<file path="config.mk">
export PLATFORM = sky130hd
export DESIGN_NAME = sample_decim_fifo
export DESIGN_NICKNAME = d
export VERILOG_FILES = /design/src/rtl/sample_decim_fifo.sv
export SDC_FILE = /design/constraint.sdc
export NUM_CORES = 2
export LEC_CHECK = 0
export CAP_MARGIN = 30
export CORE_MARGIN = 5
export CORE_UTILIZATION = 63
export CTS_CLUSTER_DIAMETER = 40
export DETAILED_ROUTE_END_ITERATION = 12
export PLACE_DENSITY = 0.83
export SETUP_SLACK_MARGIN = 0.02
export SKIP_LAST_GASP = 1
export SYNTH_ARGS = -nofsm -noshare
export SYNTH_HDL_FRONTEND = slang
export SYNTH_SLANG_ARGS = --single-unit
</file>
<file path="constraint.sdc">
create_clock -name clk -period 4.42 [get_ports clk]
set_input_delay 0.442 -clock clk [delete_from_list [all_inputs] [get_ports clk]]
set_output_delay 0.442 -clock clk [all_outputs]
set_load 0.01 [all_outputs]
</file>
<file path="src/rtl/sample_decim_fifo.sv">
// sample_decim_fifo: keeps 1 of (decim_factor+1) samples, packs sample pairs into 32-bit words, and buffers the words in a FIFO.
module sample_decim_fifo #(
  parameter int DEPTH = 64,
  parameter int LVL_W = 7
) (
  input  logic               clk,
  input  logic               rst_n,
  input  logic               signal_valid,
  input  logic signed [15:0] signal,
  input  logic               enable,
  input  logic               clear,
  input  logic [3:0]         decim_factor,
  input  logic               rd_en,
  output logic [31:0]        rd_data,
  output logic               rd_valid,
  output logic [LVL_W-1:0]   level,
  output logic               empty,
  output logic               full,
  output logic               overflow
);
  localparam int AW = LVL_W - 1;
  logic [31:0]      r_mem [DEPTH];
  logic [AW-1:0]    r_wptr, r_rptr;
  logic [LVL_W-1:0] r_level;
  logic [3:0]       r_dcnt;
  logic             r_half, r_ovf, r_rd_valid;
  logic [15:0]      r_lo;
  logic [31:0]      r_rd_data;
  logic             w_acc, w_keep, w_wr, w_rd, w_push, w_pop;
  assign w_acc    = signal_valid & enable;
  assign w_keep   = w_acc & (r_dcnt == 4'd0);
  assign w_wr     = w_keep & r_half;
  assign w_rd     = rd_en & ~empty;
  assign w_push   = w_wr & (~full | w_rd) & ~clear;
  assign w_pop    = w_rd & ~clear;
  assign empty    = r_level == '0;
  assign full     = r_level == LVL_W'(DEPTH);
  assign level    = r_level;
  assign overflow = r_ovf;
  assign rd_data  = r_rd_data;
  assign rd_valid = r_rd_valid;
  always_ff @(posedge clk)
    if (w_push) r_mem[r_wptr] <= {signal, r_lo};
  always_ff @(posedge clk or negedge rst_n) begin
    if (!rst_n) begin
      r_wptr     <= '0;
      r_rptr     <= '0;
      r_level    <= '0;
      r_dcnt     <= '0;
      r_half     <= 1'b0;
      r_lo       <= '0;
      r_ovf      <= 1'b0;
      r_rd_data  <= '0;
      r_rd_valid <= 1'b0;
    end else if (clear) begin
      r_wptr     <= '0;
      r_rptr     <= '0;
      r_level    <= '0;
      r_dcnt     <= '0;
      r_half     <= 1'b0;
      r_ovf      <= 1'b0;
      r_rd_valid <= 1'b0;
    end else begin
      r_rd_valid <= w_pop;
      r_level    <= r_level + LVL_W'(w_push) - LVL_W'(w_pop);
      if (w_pop) begin
        r_rd_data <= r_mem[r_rptr];
        r_rptr    <= r_rptr + AW'(1);
      end
      if (w_push) r_wptr <= r_wptr + AW'(1);
      if (w_wr && full && !w_rd) r_ovf <= 1'b1;
      if (w_acc) r_dcnt <= (r_dcnt >= decim_factor) ? 4'd0 : r_dcnt + 4'd1;
      if (w_keep) r_half <= ~r_half;
      if (w_keep && !r_half) r_lo <= signal;
    end
  end
endmodule

</file>
* Yosys cells after proc, flatten, opt, wreduce, memory -nomap -nowiden
Memories as Yosys holds them, arrays and structs flattened. A register that Yosys moved wholly into a read port is not among the register bits.
Cells that the tools add are included.
W data, S select, Z words.
** Operators by class
- $add $sub $neg :: 5
- $lt $le $gt $ge :: 1
- Equality and inequality tests :: 1
- Mux-type cells :: 15
- Bitwise gates (word level) :: 12
- Reductions and logical operators :: 15
** Operators by type and width (number)
- $mux W6 :: 4
- $add A6 B1 Y6 const B :: 2
- $mux W4 :: 3
- $reduce_bool A2 Y1 :: 5
- $add A7 B1 Y7 :: 1
- $and A1 B1 Y1 :: 7
- $eq A7 B7 Y1 const B :: 1
- $logic_not A7 Y1 :: 1
- $mux W1 :: 7
- $mux W7 :: 1
- $sub A7 B1 Y7 :: 1
- $add A4 B1 Y4 const B :: 1
- $ge A4 B4 Y1 :: 1
- $logic_not A4 Y1 :: 1
- $not A1 Y1 :: 4
- $reduce_and A2 Y1 :: 2
- $logic_and A1 B1 Y1 :: 3
- $logic_not A1 Y1 :: 3
- $or A1 B1 Y1 :: 1
** Storage, ports and cells
- Register bits after elaboration :: 42
- Memory bits (writable) :: 2048
- Input bits :: 26
- Output and inout port bits :: 43
- Word-level logic and storage cells :: 58
- Memories kept :: 1
** Memory list
- r_mem :: depth 64, width 32, rd ports 1, clocked after memory_dff 1, write ports 1, line 22 : logic [31:0] r_mem [DEPTH];

* Longest topological paths before layout
- Depth in word-level cells :: 9
- Mapped depth :: 18

* Worst setup path before layout
OpenSTA, ideal clock, no wires.
- Path type :: register -> register
- Start point :: register r_level[2], in the netlist level[2]
- End point :: memory r_mem[63][0] (enable)
- Arrival :: 3.531 ns
- Path slack :: 0.428 ns
- Cell stages (with the launch flop) :: 8
- Path buffers :: 0
- Period minus slack after synthesis :: 3.992 ns
- Cell sequence :: dfrtp_1 > inv_1 > ha_1 > nand4bb_2 > nor3_1 > nor3b_1 > nand4_1 > nor3_1
** On the way
- Longest elaborated chain between the ends :: 8
- Elaborated cells between the ends (all ways) :: 10
- Classes of those cells :: 1 x eq/ne; 2 x mux; 6 x bitwise; 1 x reduce/logical
** Ends and longest elaborated chain
- from (decl) :: line 24 : logic [LVL_W-1:0] r_level;
- from (signal assigned) :: line 65 : r_level <= r_level + LVL_W'(w_push) - LVL_W'(w_pop);
- $logic_not A7 Y1 :: line 36 : assign empty = r_level == '0;
- $not A1 Y1 :: line 33 : assign w_rd = rd_en & ~empty;
- $and A1 B1 Y1 :: line 33
- $or A1 B1 Y1 * :: line 34 : assign w_push = w_wr & (~full | w_rd) & ~clear;
- $and A1 B1 Y1 * (2 in series) :: line 34
- $mux W1 * :: line 43 : if (w_push) r_mem[r_wptr] <= {signal, r_lo};
- $mux W1 (implied by the code) * :: line 43
- to (decl) :: line 22
Mark *: on every way between the ends. The rest lies on a longest branch, timed or not.

* Worst setup path after layout
- Start point :: register r_dcnt[0]
- End point :: register r_level[6], in the netlist level[6]
** On the way
- Longest elaborated chain between the ends :: 8
** Ends and longest elaborated chain
- from (decl) :: line 25 : logic [3:0] r_dcnt;
- from (signal assigned) :: line 72 : if (w_acc) r_dcnt <= (r_dcnt >= decim_factor) ? 4'd0 : r_dcnt + 4'd1;
- $logic_not A4 Y1 :: line 31 : assign w_keep = w_acc & (r_dcnt == 4'd0);
- $and A1 B1 Y1 :: line 31
- $and A1 B1 Y1 :: line 32 : assign w_wr = w_keep & r_half;
- $and A1 B1 Y1 (2 in series) :: line 34
- $add A7 B1 Y7 :: line 65
- $sub A7 B1 Y7 :: line 65
- $mux W7 :: line 55 : end else if (clear) begin
Every way passes these cells.
A chain may end at the register's enable or synchronous reset.

==> results.yml <==
floorplanning:
  die_w_um: 369.7
  fp.dieH_um: 369.7
  io-pin-count: 69
  coreArea_um2: 129000
  num_rows: 132
  start_util_pct: 63.18
  die-area_um2: 136700
clock_tree:
  htree_num_levels: 4
  cts.reportedPaths.clkPinSlew_ns: 0.06
  ctsRootBufferMaster: "clkbuf_16"
  cts_buffers: 218
  cts_tree: "done"
  clock-sinks: 2122
  cts_buffer_depth: 3
  clk_latency_ns: 0.86
global_routing:
  grt_max_degree: 92
  grt_overflow: 0
  grt_pass1_wl_um: 302000
  first_global_vias: 43090
  grtUsageTotal_pct: 30.89
  antenna_found_initial: 7
final_layout:
  drive_gt1_share_pct: 26.89
  syn2layout_area_growth_pct: 14.45
  final_cells: 5933
  fillers: 6712
  num-nets-final: 4046
  fin_area_um2: 93280
power_and_ir_drop:
  vdd_drop_max_mv: 0.4613
  pwr_density_cell_nw_per_um2: 538.3
  leakagePower_nw: 28.77
place:
  dp_cells: 5501
  gp_congestion: 0.8526
  portBuffers: 68
  dp_hpwl_um: 112100
  dpl-instance-area_um2: 85600
  dp_worst_setup_slack_ns: 0.7582
yosys:
  synth.distinct_cells: 52
  async_reset_ff_share_pct: 3.487
  synth.avg_cell_area_um2: 21.84
  yosys-top-cells-area: "edfxtp_1 75%, mux4_2 13%, mux2i_1 2.4%, dfrtp_1 2.3%, o22ai_1 0.94%"
  synth_area_um2: 81500
  syn_inst: 3732
  synth_edf_count: 2048
  ys_top_cells_by_count: "2048 x edfxtp_1, 471 x mux4_2, 199 x mux2i_1"
  yosysSeqAreaShare_pct: 77.73
  synth_seq_cells: 2122
  synthFlopType: "edfxtp_1"
  synth_top_cell_by_area: "edfxtp_1"
  yosysWarnings: 0
  synthesis.nets: 3776
  yosysMostFrequentCell: "edfxtp_1"
  synth_top_area_share_pct: 75.46
timing:
  post-route-period-util_pct: 79.87
  finalWorstSetupSlack_ns: 0.8898
  rsz0062_at_grt: "no"
  setup_viol: 0
  period_minus_slack_ns: 3.530
  slew_headroom_pct: 27.26
  drv_slew: 0
  max_slew.worst_pin.slew_ns: 1.091
  fmax_mhz: 283.3
  fin_worst_skew_ns: 0.03173
  finalHoldViolCount: 0
  setup_tns_ns: 0
status:
  status: "complete, no violations"
critical_path:
  start_kind: "register"
  required_ns: 5.12
  critPathArrivalTime_ns: 4.23
  critical_path_class: "register to register"
  crit_fanout: 5
  worst_setup_path_end_kind: "register"
drt:
  drtIter0Drc: 6470
  drtAntennaViolNets: 0
  drt-wirelength-per-cell_um: 35.28
  vias: 42000
  viasPerCell: 7.079
  routed_wl_um: 209300
  drt-pass1-iter-count: 8
  drcViolationCount: 0
hold_path:
  hp-class: "input port to asynchronous set/reset pin"
flow_run:
  drv_cap: 0
through the flow:
step	utilization [%]	total power (W)	hold WS [ns]
after floorplan	-	0.02896	0.1464
after CTS	72.09	0.05021	0.1877
after global routing	72.31	0.05172	0.2700
after global placement	66.17	0.03125	0.5152
final	72.31	0.05021	0.2077
after detailed placement	66.36	0.03159	0.4970
path summary, 6_finish.rpt:
kind,slack (ns),startpoint,to,depth (start not counted)
max reg2reg,0.89,r_dcnt[0],level[6],17
min,0.21,rst_n,r_dcnt[1],2
max in group asynchronous,3.23,rst_n,r_lo[3],3
max,0.89,r_dcnt[0],level[6],17
min reg2reg,0.51,overflow,overflow,2
min in group clk,0.30,signal[2],r_mem[16][18],2
logic make-up after synthesis:
logic type | synth area share [%]
xor+xnor | 0.1612
flops | 77.73
simple gates | 2.255
buf+inv | 1.488
fa+ha+maj | 0.2856
compound gates | 2.397
mux | 15.68
metal layers:
metal	vias to the layer above	track usage (%)	share of wire (%)
li1	16230	-	-
met1	21820	40.70	34
met2	3376	50.92	51
met3	578	8.252	12
met4	2	10.81	3.6
met5	-	0	0.0062
state kept, by name, summed over array words and instances (netlist names):
register and flops:
overflow 1, r_dcnt 4, r_lo 16, r_half 1
r_rptr 6, rd_data 32, r_mem 2048, level 7
r_wptr 6, rd_valid 1
placed cells by master, fill, tap and decap left out, drive strengths merged, types with 7 or more instances in the layout:
master | Yosys | routed
nand4 | 7 | 7
inv | 20 | 42
edfxtp | 2048 | 2048
dlygate4sd3 | 0 | 12
mux2i | 199 | 199
buf | 137 | 196
o21ai | 13 | 13
a22oi | 14 | 14
clkinv | 0 | 86
clkdlybuf4s50 | 0 | 50
nor3b | 30 | 30
clkinvlp | 0 | 17
nand3 | 13 | 13
ha | 17 | 17
nor2 | 96 | 96
a211oi | 86 | 86
a31oi | 29 | 29
a21oi | 21 | 21
bufinv | 0 | 22
nand2b | 11 | 11
dfrtp | 74 | 74
nor3 | 40 | 40
xor2 | 12 | 12
clkbuf | 71 | 258
mux2 | 16 | 16
mux4 | 471 | 471
nor2b | 36 | 36
or3 | 31 | 31
nand2 | 86 | 86
o22ai | 122 | 122
cell type report:
cell class / count / area, um2 / share of cell area, %
tap: 1742 / 2180 / 2.337
timing repair buffer: 258 / 2880 / 3.088
multi-input combinational: 1382 / 17420 / 18.67
sequential: 2122 / 63390 / 67.96
clock inverter: 147 / 1588 / 1.702
clock buffer: 258 / 5739 / 6.153
antenna: 4 / 10.01 / 0.01073
inverter: 20 / 77.57 / 0.08317
report_power, final:
| part | switching, W | leakage (nW) | internal, W |
|---|---|---|---|
| clock network | 0.00804 | 3.55 | 0.0107 |
| logic | 0.00419 | 5.88 | 0.00351 |
| registers | 0.000772 | 19.3 | 0.0230 |
critical path, cell delays in order (launching register included):
cell and delay, ns:
dfrtp_1 0.44, inv_1 0.11, ha_1 0.15, nand4_1 0.08, buf_4 0.21, nor3b_1 0.32
nand2b_1 0.13, ha_1 0.33, inv_1 0.07, ha_1 0.16, inv_1 0.06, fa_1 0.42
nand2b_1 0.17, a21oi_1 0.18, o21ai_0 0.12, a21oi_1 0.22, or3_1 0.14, a21oi_1 0.06
repair_timing:
item,in CTS,in global routing
hold buffers,6,6
buffers inserted,0,0
gates resized for setup,0,0
hold endpoints to repair,91,56
(Power assumes the default switching activity.)
